==> src/rtl/conv_loop_sequencer.sv <==
// conv_loop_sequencer: walks the valid-conv loop nest (oci, j, i, ico, wj, wi)
// and emits one counter tuple per beat over a valid/ready handshake, with
// first/last accumulation markers for the popcount pipeline.
// Optional: define CONV_SEQ_BEAT_COUNT_EN to add beat_cnt_o, a count of
// transferred beats.
module conv_loop_sequencer #(
  parameter int unsigned KS = 3,
  parameter int unsigned CW = 32
) (
  input  logic          clk_i,
  input  logic          rst_ni,
  input  logic          start_i,
  input  logic [CW-1:0] iw_i,
  input  logic [CW-1:0] ih_i,
  input  logic [CW-1:0] ic_i,
  input  logic [CW-1:0] oc_i,
  output logic [CW-1:0] oci_o,
  output logic [CW-1:0] j_o,
  output logic [CW-1:0] i_o,
  output logic [CW-1:0] ico_o,
  output logic [CW-1:0] wj_o,
  output logic [CW-1:0] wi_o,
  output logic          valid_o,
  input  logic          ready_i,
  output logic          first_o,
  output logic          last_o,
  output logic          busy_o,
  output logic          done_o
`ifdef CONV_SEQ_BEAT_COUNT_EN
  ,
  output logic [CW-1:0] beat_cnt_o
`endif
);

  typedef enum logic [1:0] {IDLE, RUN, DONE} state_t;

  localparam logic [CW-1:0] KS_W = CW'(KS);
  localparam logic [CW-1:0] KM1  = CW'(KS - 1);

  state_t        state, state_nxt;
  logic [CW-1:0] ow, oh, icw, ocl;
  logic [CW-1:0] oci, j, i, ico, wj, wi;
  logic          shape_ok, launch, xfer;
  logic          c_wj, c_ico, c_i, c_j, c_oci, final_beat;

  // Shape legality is judged on the live inputs at the start pulse.
  assign shape_ok = (iw_i >= KS_W) && (ih_i >= KS_W) &&
                    ((ic_i >> 5) != '0) && (oc_i != '0);
  assign launch   = (state == IDLE) && start_i;
  assign xfer     = valid_o && ready_i;

  // Carry chain: each counter advances when every inner counter wraps.
  assign c_wj       = (wi == KM1);
  assign c_ico      = c_wj  && (wj == KM1);
  assign c_i        = c_ico && (ico == icw - 1'b1);
  assign c_j        = c_i   && (i == ow - 1'b1);
  assign c_oci      = c_j   && (j == oh - 1'b1);
  assign final_beat = c_oci && (oci == ocl - 1'b1);

  // State register
  always_ff @(posedge clk_i or negedge rst_ni) begin
    if (!rst_ni) state <= IDLE;
    else         state <= state_nxt;
  end

  // Next-state logic; start outside IDLE is dropped, not queued
  always_comb begin
    state_nxt = state;
    case (state)
      IDLE:    if (start_i) state_nxt = shape_ok ? RUN : DONE;
      RUN:     if (xfer && final_beat) state_nxt = DONE;
      DONE:    state_nxt = IDLE;
      default: state_nxt = IDLE;
    endcase
  end

  // Shape latch: captured once per start so the CSRs may change mid-layer
  always_ff @(posedge clk_i or negedge rst_ni) begin
    if (!rst_ni) begin
      ow <= '0; oh <= '0; icw <= '0; ocl <= '0;
    end else if (launch) begin
      ow  <= iw_i - KS_W + 1'b1;
      oh  <= ih_i - KS_W + 1'b1;
      icw <= ic_i >> 5;
      ocl <= oc_i;
    end
  end

  // Loop counters: advance only on a transfer, so a stall holds the tuple
  always_ff @(posedge clk_i or negedge rst_ni) begin
    if (!rst_ni) begin
      oci <= '0; j <= '0; i <= '0; ico <= '0; wj <= '0; wi <= '0;
    end else if (launch || (xfer && final_beat)) begin
      oci <= '0; j <= '0; i <= '0; ico <= '0; wj <= '0; wi <= '0;
    end else if (xfer) begin
      wi <= c_wj ? '0 : wi + 1'b1;
      if (c_wj)  wj  <= c_ico ? '0 : wj + 1'b1;
      if (c_ico) ico <= c_i   ? '0 : ico + 1'b1;
      if (c_i)   i   <= c_j   ? '0 : i + 1'b1;
      if (c_j)   j   <= c_oci ? '0 : j + 1'b1;
      if (c_oci) oci <= oci + 1'b1;
    end
  end

`ifdef CONV_SEQ_BEAT_COUNT_EN
  // Transferred-beat count; holds after done until the next start
  always_ff @(posedge clk_i or negedge rst_ni) begin
    if (!rst_ni)     beat_cnt_o <= '0;
    else if (launch) beat_cnt_o <= '0;
    else if (xfer)   beat_cnt_o <= beat_cnt_o + 1'b1;
  end
`endif

  assign valid_o = (state == RUN);
  assign busy_o  = (state == RUN);
  assign done_o  = (state == DONE);
  assign first_o = valid_o && (ico == '0) && (wj == '0) && (wi == '0);
  assign last_o  = valid_o && c_ico && (ico == icw - 1'b1);

  assign oci_o = oci;
  assign j_o   = j;
  assign i_o   = i;
  assign ico_o = ico;
  assign wj_o  = wj;
  assign wi_o  = wi;

endmodule
==> config.mk <==
export PLATFORM = sky130hd
export DESIGN_NAME = conv_loop_sequencer
export DESIGN_NICKNAME = d
export VERILOG_FILES = /design/src/rtl/conv_loop_sequencer.sv
export SDC_FILE = /design/constraint.sdc
export NUM_CORES = 1
export LEC_CHECK = 0
export CAP_MARGIN = 0
export CORE_MARGIN = 3
export CORE_UTILIZATION = 25
export DETAILED_ROUTE_END_ITERATION = 16
export MAX_ROUTING_LAYER = met4
export PLACE_DENSITY = 0.48
export REMOVE_ABC_BUFFERS = 1
export SYNTH_ARGS = -nofsm -noshare
export SYNTH_HDL_FRONTEND = slang
export SYNTH_SLANG_ARGS = --single-unit
==> constraint.sdc <==
create_clock -name clk_i -period 7.8 [get_ports clk_i]
set_input_delay 1.56 -clock clk_i [delete_from_list [all_inputs] [get_ports clk_i]]
set_output_delay 1.56 -clock clk_i [all_outputs]
set_load 0.01 [all_outputs]
## Word level (Yosys, flattened, before mapping)

Index checks and enable logic that the tools add are counted.

- Add/sub/neg operators: 14
- Multiplexer cells: 26
- Reductions and logical operators: 35
- Order comparisons: 2
- Eq/ne operators: 10

Operator list:

| kind | count |
|---|---|
| $mux W32 | 22 |
| $add A32 B1 Y32 const B | 8 |
| $eq A32 B32 Y1 | 4 |
| $logic_not A32 Y1 | 3 |
| $sub A32 B1 Y32 const B | 3 |
| $eq A32 B2 Y1 const B | 2 |
| $ge A32 B2 Y1 const B | 2 |
| $reduce_bool A32 Y1 | 2 |
| $sub A32 B2 Y32 const B | 2 |
| $sub A27 B1 Y28 const B | 1 |
| $logic_and A1 B1 Y1 | 16 |
| $reduce_and A2 Y1 | 6 |
| $reduce_bool A2 Y1 | 6 |
| $mux W2 | 3 |
| $pmux W2 S2 | 1 |
| $eq A2 B1 Y1 const B | 1 |
| $eq A2 B2 Y1 const B | 1 |
| $logic_not A2 Y1 | 1 |
| $ne A2 B1 Y1 const B | 1 |
| $ne A2 B2 Y1 const B | 1 |
| $logic_or A1 B1 Y1 | 1 |

- Logic and storage cells: 98
- Bits in registers: 317
- Bits of input ports: 132

## Depth between registers and ports, before layout

- Depth after elaboration: 10
- Depth in mapped cells: 16
- Depth with buffers taken out: 12

## Worst setup path before layout

Ideal clock, no wire load.

- Path type: flip-flop to output port
- From: register icw[0]
- To: output last_o
- Required time: 6.240 ns
- Cell stages (with the launch flop): 10
- Setup slack: 3.593 ns
- Buffers on the path: 0
- Data arrival time: 2.647 ns
- Cells stage by stage: dfrtp_1 > inv_1 > ha_1 > or4b_2 > or3_1 > o211ai_1 > nand3_1 > or2_2 > and4bb_1 > and2_1

- Longest elaborated chain between the ends: 3

RTL lines:

| what | line | source |
|---|---|---|
| start: declaration | 41 | `logic [CW-1:0] ow, oh, icw, ocl;` |
| start signal: assignment | 84 | `icw <= ic_i >> 5;` |
| $sub A27 B1 Y28 | 118 | `assign last_o = valid_o && c_ico && (ico == icw - 1'b1);` |
| $eq A32 B32 Y1 | 118 |  |
| $logic_and A1 B1 Y1 | 118 |  |
| end: declaration | 26 | `output logic last_o,` |

Every way passes these cells.

## Final worst setup path

Same ends and word-level chain as after synthesis.

==> impl_results.md <==
* DR vias at 19249
* Final Hold Fails at 0
* R2R Setup Slk at approximately 2.6 ns
* Synthesized area at roughly 21000 µm²
* Crit path from: icw[0]
* Routed wl met3 at about 3200 µm
* Switching power at 2.272 mW
* IO Port Bufs at between 300 and 400
* Clk sink count at ~320
* Final wirelength at ~73000 µm
* CP max FO at 7
* DIE AREA at between 80000 and 90000 µm²
* Critical path required time at between 6 and 7 ns
* Ports at 329
* Initial drt markers at ~1100
* DRC Markers at 0
* FP Rows at 105
* Met2 wire len at roughly 35000 µm
* Reg2Reg Depth at 10
* DP HPWL at 54800 µm
* Hold_buf cts at 0
* End of the critical path: last_o
* Skew-Pair Late Insertion Delay at 0.58 ns
* Synth Flop Type: dfrtp_1
* Area grow syn2layout at 26.97%
* Horiz. Die Dim at 295.6 µm
* Synth cell types at 85
* Detail Route Antenna Nets at 0
* Max Cap Viol at 0
* Clk buf depth at 3
* Number of synthesized flops with an enable pin at 0
* Root Buffer Master: clkbuf_16
* Synth top area cells: dfrtp_1 (38%), xnor2_1 (7.4%), nand2_1 (6.6%)
* Initial antenna violation count at 3
* WS Path Type: reg -> out
* Met1 WL at 32990 µm
* CTS tree: done
* Slew HR at a little under 30%
* CTS buffer count at between 40 and 50
* # resized after CTS at 0
* GRT Util Overall at between 10% and 20%
* Sw Share at around 36%
* Largest net degree at the start of global routing at 133
* Grt ovf at 0
* Placer Congestion at between 0.8 and 0.9
* Share of layout cells above drive strength 1 at under 10%
* Clk_skew at roughly 0.027 ns
* Flop pwr share at 38.2%
* Most frequent cell after synthesis: nand2_1
* Crit share post-route at around 78%
* Final min period at approximately 6.0 ns
* Final setup violation count at 0
* Combinational power share at just under 30%
* Clk pwr share at between 30 and 40%
* Critical Path AT at 4.49 ns
* CTS clk-pin slew, worst paths at 0.05 ns
* Nets at approximately 2900
* Die Ht at between 200 and 300 µm
* Syn Area/Cell at around 8.3 µm²
* Largest area contributor in the netlist: dfrtp_1
* Max Clk Rate at between 150 and 200 MHz
* Worst Setup Start Kind: flop
* Critical Path Sink Type: output pin
* Yosys top cell area share at between 30% and 40%
* Lkg Pwr at 10.50 nW
* Worst Hold Class: reg -> reg
* Pins Over Slew Limit at 0
* Vias/cell at 4.956
* Power Density at 234.2 nW/µm²
* Synth top cells by count: nand2_1 (370), dfrtp_1 (317), nor2_1 (249)
* Internal at between 3 and 4 mW
* Post-CTS setup buffers at 0
* Reg-to-Reg End: oci_o[7]
* Async SR Flop Fraction at between 90% and 100%
* Max H-tree Level at 2
* Worst R2R Start: oh[6]
* Yosys warnings at 0
* Setup TNS at 0 ns
* Pin slew with the least headroom to its limit at 1.052 ns
* Cell count after synthesis at between 2000 and 3000
* Vias in the first global route at between 15000 and 20000
* Flops & latches, synth at 317
* Worst hold slack at slightly above 0.5 ns
* DRT Pass-1 Iters at 7
* Status: completed
* Sequential fraction of the synthesis area at approximately 38%
* First-pass GRT wire length at roughly 110000 µm
* Initial core utilization at ~25%
* Routed length per instance at 18.75 µm
* Top Metal Used: met4
* Core ar. at 82640 µm²
* RSZ-0062 raised after global routing: no
* VDD IR max at about 0.00015 V
final cells by class:
| type | count | area, µm² |
|---|---|---|
| Tap cell | 1070 | 1339 |
| Fill cell | 8660 | 56010 |
| Clock inverter | 12 | 203.9 |
| Multi-Input combinational cell | 2029 | 12330 |
| Clock buffer | 62 | 1247 |
| Sequential cell | 317 | 7933 |
| Antenna cell | 2 | 5.005 |
| Inverter | 53 | 198.9 |
| Timing Repair Buffer | 339 | 3371 |
sequential cells by signal (all words and copies together) (netlist names), 32 cells and up:
signal	flops
i_o	32
ico_o	32
j_o	32
oci_o	32
ocl	32
oh	32
ow	32
wi_o	32
wj_o	32
kinds of logic (layout without fill, tap and decap cells):
| logic type | count (synthesis) | count (layout) | share of synthesized area (%) |
|---|---|---|---|
| other cells | 0 | 2 | 0 |
| xor+xnor | 319 | 319 | 13.32 |
| compound gates | 387 | 387 | 12.08 |
| fa+ha+maj | 17 | 17 | 1.014 |
| simple gates | 1288 | 1288 | 31.41 |
| flops | 317 | 317 | 37.82 |
| buf+inv | 179 | 466 | 3.454 |
| mux | 18 | 18 | 0.8949 |
cells in the final DEF (no fill, tap or decap), types with 13 or more instances in the layout:
cell type / Yosys / final
nand2_1: 370 / 370
clkdlybuf4s50_1: 0 / 322
dfrtp_1: 317 / 317
nor2_1: 249 / 249
xnor2_1: 178 / 178
xor2_1: 141 / 141
o21ai_0: 132 / 132
nand3_1: 118 / 118
nor4_1: 97 / 96
nor3_1: 81 / 81
nand4_1: 75 / 75
a21oi_1: 74 / 74
or3_1: 54 / 54
inv_1: 53 / 53
and3_1: 51 / 51
clkbuf_16: 0 / 43
or4_1: 38 / 38
and4_1: 26 / 26
o31ai_1: 26 / 26
nand2b_1: 23 / 23
a31oi_1: 19 / 19
and2_1: 17 / 17
ha_1: 17 / 17
nor2b_1: 16 / 16
a211oi_1: 15 / 15
buf_4: 3 / 15
nand3b_1: 13 / 13
layer usage:
layer | GRT usage [%] | vias up
met2 | 27.47 | 363
li1 | - | 9581
met5 | - | -
met1 | 21.33 | 9205
met4 | 4.651 | 0
met3 | 2.786 | 100
worst min-delay path by stage:
stage                          end  cells after the start     start
after CTS                   oh[31]                      2    oh[31]
after detailed placement    oh[31]                      2    oh[31]
after global routing       ocl[31]                      2   ocl[31]
final                       oh[31]                      2    oh[31]
after floorplan           state[1]                      1  state[1]
after global placement      oh[31]                      2    oh[31]
through the flow:
stage / worst slack [ns] / cells / area (µm²) / utilization, % / power [mW]
2_1_floorplan: 1.478 / 2399 / 20450 / - / 3.497
3_3_place_gp: 2.331 / 3808 / 25170 / 30.46 / 4.222
3_5_place_dp: 2.381 / 3808 / 25170 / 30.46 / 4.229
4_1_cts: 1.716 / 3882 / 26620 / 32.22 / 6.332
5_1_grt: 1.358 / 3884 / 26630 / 32.23 / 6.667
6_report: 1.752 / 3884 / 26630 / 32.23 / 6.237
power by group through the flow:
stage	sequential [mW]	combinational [mW]	clock [mW]
floorplan	2.28	1.22	0
global placement	2.41	1.81	0
detailed placement	2.41	1.81	0
CTS	2.39	1.83	2.12
global route	2.44	2.04	2.18
finish	2.38	1.81	2.05
worst max-delay path: stages (launching register included):
cell and delay, ns:
dfrtp_1 0.41, inv_1 0.09, ha_1 0.27, nor4b_1 0.88
nand4_1 0.36, nor4_1 0.28, o22ai_1 0.15, nand3b_1 0.18
and4bb_1 0.57, and2_1 0.19, clkdlybuf4s50_1 0.53
(Power assumes the default switching activity.)
